`config.mk`:
```
export PLATFORM = sky130hd
export DESIGN_NAME = cache_refill_arbiter
export DESIGN_NICKNAME = d
export VERILOG_FILES = /design/src/rtl/cache_refill_arbiter.sv
export SDC_FILE = /design/constraint.sdc
export NUM_CORES = 1
export LEC_CHECK = 0
export CAP_MARGIN = 20
export CORE_ASPECT_RATIO = 2
export CORE_MARGIN = 2
export CORE_UTILIZATION = 24
export DETAILED_ROUTE_END_ITERATION = 12
export PLACE_DENSITY_LB_ADDON = 0.25
export SLEW_MARGIN = 20
export SYNTH_ARGS = -nofsm -noshare
export SYNTH_HDL_FRONTEND = slang
export SYNTH_SLANG_ARGS = --single-unit
```
`constraint.sdc`:
```
create_clock -name CLK -period 2.6 [get_ports CLK]
set_input_delay 0.52 -clock CLK [delete_from_list [all_inputs] [get_ports CLK]]
set_output_delay 0.52 -clock CLK [all_outputs]
set_load 0.005 [all_outputs]
```
`src/rtl/cache_refill_arbiter.sv`:
```
// cache_refill_arbiter
//   Shares one word-wide main-memory read port between the iCache (4-word
//   blocks) and the dCache (2-word blocks). One refill is handled at a time:
//   arbitrate in IDLE, fetch the block words in ascending order in BURST, and
//   present the last word together with the owner's done pulse in DONE.
//
//   Optional build macro: ARB_ROUND_ROBIN_EN
//     defined   - a tie in IDLE goes to the cache that was not served last
//     undefined - a tie in IDLE always goes to the dCache
module cache_refill_arbiter #(
  parameter int IBLK_WORDS = 4,
  parameter int DBLK_WORDS = 2
) (
  input  logic        CLK,
  input  logic        reset,
  input  logic        i_req,
  input  logic [31:0] i_addr,
  input  logic        d_req,
  input  logic [31:0] d_addr,
  output logic        i_gnt,
  output logic        d_gnt,
  output logic        i_fill_valid,
  output logic        d_fill_valid,
  output logic [1:0]  fill_idx,
  output logic [31:0] fill_data,
  output logic        i_done,
  output logic        d_done,
  output logic        busy,
  output logic        mem_req,
  output logic [31:0] mem_addr,
  input  logic        mem_ack,
  input  logic [31:0] mem_rdata
);

  localparam logic [1:0] S_IDLE  = 2'd0;
  localparam logic [1:0] S_BURST = 2'd1;
  localparam logic [1:0] S_DONE  = 2'd2;

  // Index of the final word of each block type.
  localparam logic [1:0] I_LAST = 2'(IBLK_WORDS - 1);
  localparam logic [1:0] D_LAST = 2'(DBLK_WORDS - 1);

  // Block-alignment masks: clear the byte offset within a block.
  localparam logic [31:0] I_MASK = ~(32'(IBLK_WORDS * 4) - 32'd1);
  localparam logic [31:0] D_MASK = ~(32'(DBLK_WORDS * 4) - 32'd1);

  logic [1:0]  state_r;
  logic        owner_d_r;     // 1: dCache owns the transaction, 0: iCache
  logic [31:0] base_r;
  logic [1:0]  last_r;
  logic [1:0]  cnt_r;
  logic        mem_req_r;
  logic [31:0] mem_addr_r;
  logic [31:0] fill_data_r;
  logic [1:0]  fill_idx_r;
  logic        i_fv_r;
  logic        d_fv_r;
  logic        i_done_r;
  logic        d_done_r;
  logic        i_gnt_r;
  logic        d_gnt_r;
  logic        busy_r;
`ifdef ARB_ROUND_ROBIN_EN
  logic        last_d_r;      // 1: dCache was served last, 0: iCache
`endif

  logic        pick_d_s;
  logic [31:0] new_base_s;
  logic [1:0]  cnt_nxt_s;

  // Arbitration: choose the winner among the requests visible in IDLE.
  always_comb begin
    pick_d_s = 1'b0;
    if (i_req && d_req) begin
`ifdef ARB_ROUND_ROBIN_EN
      pick_d_s = ~last_d_r;
`else
      pick_d_s = 1'b1;
`endif
    end else if (d_req) begin
      pick_d_s = 1'b1;
    end else begin
      pick_d_s = 1'b0;
    end
  end

  // Block base of the winning request and the next word counter value.
  always_comb begin
    new_base_s = 32'd0;
    cnt_nxt_s  = cnt_r + 2'd1;
    if (pick_d_s) begin
      new_base_s = d_addr & D_MASK;
    end else begin
      new_base_s = i_addr & I_MASK;
    end
  end

  // Refill sequencer: arbitration, word fetch loop and fill/done generation.
  always_ff @(posedge CLK) begin
    if (reset) begin
      state_r     <= S_IDLE;
      owner_d_r   <= 1'b0;
      base_r      <= 32'd0;
      last_r      <= 2'd0;
      cnt_r       <= 2'd0;
      mem_req_r   <= 1'b0;
      mem_addr_r  <= 32'd0;
      fill_data_r <= 32'd0;
      fill_idx_r  <= 2'd0;
      i_fv_r      <= 1'b0;
      d_fv_r      <= 1'b0;
      i_done_r    <= 1'b0;
      d_done_r    <= 1'b0;
      i_gnt_r     <= 1'b0;
      d_gnt_r     <= 1'b0;
      busy_r      <= 1'b0;
`ifdef ARB_ROUND_ROBIN_EN
      last_d_r    <= 1'b0;
`endif
    end else begin
      // Fill and done strobes are single-cycle unless re-asserted below.
      i_fv_r   <= 1'b0;
      d_fv_r   <= 1'b0;
      i_done_r <= 1'b0;
      d_done_r <= 1'b0;
      case (state_r)
        S_IDLE: begin
          if (i_req || d_req) begin
            state_r    <= S_BURST;
            owner_d_r  <= pick_d_s;
            base_r     <= new_base_s;
            last_r     <= pick_d_s ? D_LAST : I_LAST;
            cnt_r      <= 2'd0;
            mem_req_r  <= 1'b1;
            mem_addr_r <= new_base_s;
            i_gnt_r    <= ~pick_d_s;
            d_gnt_r    <= pick_d_s;
            busy_r     <= 1'b1;
          end else begin
            state_r <= S_IDLE;
          end
        end
        S_BURST: begin
          if (mem_ack) begin
            fill_data_r <= mem_rdata;
            fill_idx_r  <= cnt_r;
            i_fv_r      <= ~owner_d_r;
            d_fv_r      <= owner_d_r;
            if (cnt_r == last_r) begin
              // Final word: its fill is presented together with done.
              state_r   <= S_DONE;
              mem_req_r <= 1'b0;
              i_done_r  <= ~owner_d_r;
              d_done_r  <= owner_d_r;
`ifdef ARB_ROUND_ROBIN_EN
              last_d_r  <= owner_d_r;
`endif
            end else begin
              // Keep mem_req high and step to the next word address.
              cnt_r      <= cnt_nxt_s;
              mem_addr_r <= base_r + {28'd0, cnt_nxt_s, 2'b00};
            end
          end else begin
            state_r <= S_BURST;
          end
        end
        S_DONE: begin
          state_r <= S_IDLE;
          i_gnt_r <= 1'b0;
          d_gnt_r <= 1'b0;
          busy_r  <= 1'b0;
        end
        default: begin
          state_r   <= S_IDLE;
          mem_req_r <= 1'b0;
          i_gnt_r   <= 1'b0;
          d_gnt_r   <= 1'b0;
          busy_r    <= 1'b0;
        end
      endcase
    end
  end

  assign i_gnt        = i_gnt_r;
  assign d_gnt        = d_gnt_r;
  assign i_fill_valid = i_fv_r;
  assign d_fill_valid = d_fv_r;
  assign fill_idx     = fill_idx_r;
  assign fill_data    = fill_data_r;
  assign i_done       = i_done_r;
  assign d_done       = d_done_r;
  assign busy         = busy_r;
  assign mem_req      = mem_req_r;
  assign mem_addr     = mem_addr_r;

endmodule
```
==> flow_summary.ini <==
[run_status]
status = finished, final reports clean

[clocking]
ctsHoldBuffers = 0
cts.clk_slew.worst_paths_ns = 0.08
cts_max_level = 3
cts.repair.resized = 0
post_cts_buffers = 0
clockBufferDepth = 2
clock_tree.root_cell = clkbuf_16
cts_buffers = 9
cts.sinks = 107
clk_latency_ns = 0.36
cts_tree = yes

[layout]
antenna_cells = 0
drive_gt1_share_pct = 6.351
utilization_pct = 35.60
fin_cells = 1002
layout_common_cells = clkdlybuf4s50_1 (163), nand2_1 (114), dfxtp_1 (107)
layout_commonest_cell = clkdlybuf4s50_1
multi_input_area_sq_um = 2424
fillers = 2135
regArea_sq_um = 2142
nets = 839
area_growth_syn_to_layout_pct = 46.20

[synth]
ys_top_cells_by_area = dfxtp_1 (45%), nand2_1 (8.9%), a21oi_1 (7.6%)
synth_simple_gate_area_share_pct = 20.39
yosysTopAreaCellShare_pct = 44.58
synth_top_area_cell = dfxtp_1
syn_area_per_cell_sq_um = 8.270
synth_top_family_by_area = simple AND/OR/NAND/NOR gates
ys_seq_area_share_pct = 44.58
synth_xor_area_share_pct = 4.922
synthFlopType = dfxtp_1
synth-edff-count = 0
synth_cells = 581
synth.area.mux_share_pct = 6.068
yosys_warnings = 0
postSynth.asyncResetShare_pct = 0
synth_area_sq_um = 4805
synth.ff_latch_count = 107
synth_cell_types = 50
synth-compound-area-share_pct = 18.05
yosys.area_share.adder_pct = 0.7813

[drt]
wirelength_mm = 16.01
route.vias.total = 4613
routedWlPerCell_um = 15.97
drt_pass1_iterations = 4
drt_iter0_drc = 179
drc = 0
via_per_inst = 4.604
ant_nets = 0

[floorplan]
dieArea_sq_um = 21240
start_util_pct = 24.35
die_x_um = 104.0
die_h_um = 204.1
num_rows = 73
coreArea_sq_um = 19730
io_pins = 175

[placement]
gp_congestion = 0.7688
hpwlAfterDp_mm = 11.87
place.port_buffers = 165
dp.cells = 986

[global_route]
grt_max_degree = 43
top_usage_layer = met2
grt_overflow = 0
antenna_found_initial = 0
first_global_vias = 4539
grtUsageTotal_pct = 15.20
grtUsageMet1_pct = 16.30
grt_first_pass_wirelength_mm = 24.87
grt_use_met3_pct = 2.168
use_met2_pct = 28.57

[power_and_ir_drop]
power_density_nw_per_um2 = 608.9
leakage_uw = 0.002569
vdd_drop_max_v = 0.0003258

[sta]
fmaxAchievable_ghz = 0.4514
finalCritPeriodShare_pct = 85.20
min_period_ns = 2.215
final-setup-viol-count = 0
slew_violations = 0
clock_skew_ns = 0.01120
final_hold_viol_count = 0
timing.setup.tns_ns = 0
rsz0062_at_grt = no

[min_path]
holdCritStartpoint = mem_addr[11]
min_to = mem_addr[11]
hp-class = flop to flop
min_path_cells = 2

[critical_path]
path_class = flop to flop
path_max_fanout = 9
startpoint_type = flop
reg2reg_slack_ns = 0.38
rr_endpoint = mem_addr[31]
reg2reg_depth = 8
end_kind = flop
worstPathArrival_ns = 2.49
critPathRequiredTime_ns = 2.87
rr_startpoint = cnt_r[1]

[run]
max_cap_violations = 0
-- cell families (layout without fill, tap and decap cells) --
logic type                 count (synthesis)  count (layout)
DFF                                      107             107
buffers and inverters                     50             208
muxes                                     29              29
AOI/OAI and AO/OA                        143             143
adders and majority gates                  3               3
xor gates and xnor gates                  27              27
other                                      1               2
and+or+nand+nor                          221             221
-- Yosys cell counts (2+ instances only) --
cell type / instances
buf_2: 8
o21ai_0: 13
nand2b_1: 2
o21ai_1: 2
xor2_1: 6
nor3_1: 10
or3_1: 5
o211ai_1: 8
nand3b_1: 2
o22ai_1: 6
buf_4: 3
clkbuf_1: 22
nor4_1: 8
and4_1: 2
nand4_1: 3
mux2i_1: 28
a211oi_1: 16
ha_1: 3
and3_1: 5
a32o_1: 6
dfxtp_1: 107
and4_2: 2
buf_6: 3
clkbuf_2: 2
nor2_1: 48
buf_1: 5
a31oi_1: 7
o21a_1: 5
xnor2_1: 21
inv_1: 5
nand2_1: 114
nand3_1: 14
a21oi_1: 73
-- metrics by stage --
| stage | cell area, sq um | total power, uW | hold WS, ns | setup WS (ns) |
|---|---|---|---|---|
| floorplan | 4808 | 2387 | 0.4482 | 0.4752 |
| global placement | 6721 | 2905 | 0.4415 | 0.4184 |
| detailed placement | 6721 | 2914 | 0.4427 | 0.3876 |
| CTS | 7024 | 4344 | 0.4534 | 0.3621 |
| global route | 7024 | 4508 | 0.4716 | 0.1805 |
| finish | 7024 | 4277 | 0.4504 | 0.3847 |
-- layer usage --
layer	vias up	share of wire, %
li1	2326	-
met1	2134	39
met2	124	54
met3	29	3.6
met4	0	3.4
met5	-	0
-- registers in the layout, summed over array words and instances, names as in the netlist, 2 cells and up --
register   flops
base_r        29
cnt_r          2
fill_data     32
fill_idx       2
last_r         2
mem_addr      29
state_r        2
-- critical path: stages, from the launching register on --
cell and delay (ns):
dfxtp_1 0.36, xor2_1 0.20, ha_1 0.19, ha_1 0.17
and4_1 0.30, nand2_2 0.19, nor4_1 0.36, xnor2_1 0.14
a221oi_2 0.23
-- where the power goes --
group / internal, uW / switching, uW / total (uW)
combinational: 495 / 448 / 943
sequential: 1790 / 128 / 1920
clock: 778 / 638 / 1420
-- layout make-up --
| class | count | area share, % |
|---|---|---|
| Inverter | 5 | 0.2672 |
| Clock buffer | 11 | 3.456 |
| Clock inverter | 5 | 0.8550 |
| Sequential cell | 107 | 30.50 |
| Tap cell | 262 | 4.667 |
| Multi-Input combinational cell | 425 | 34.50 |
| Timing Repair Buffer | 187 | 25.76 |
-- worst max-delay path by stage --
stage               slack [ns]      endpoint  cells past startpoint  startpoint
CTS                       0.36  mem_addr[22]                      7    cnt_r[1]
global placement          0.42  mem_addr[22]                      7    cnt_r[0]
global route              0.18  mem_addr[22]                      7    cnt_r[1]
detailed placement        0.39  mem_addr[22]                      7    cnt_r[0]
finish                    0.38  mem_addr[31]                      8    cnt_r[1]
floorplan                 0.48  mem_addr[31]                      9    cnt_r[0]
Power figures use the tool's default switching activity.
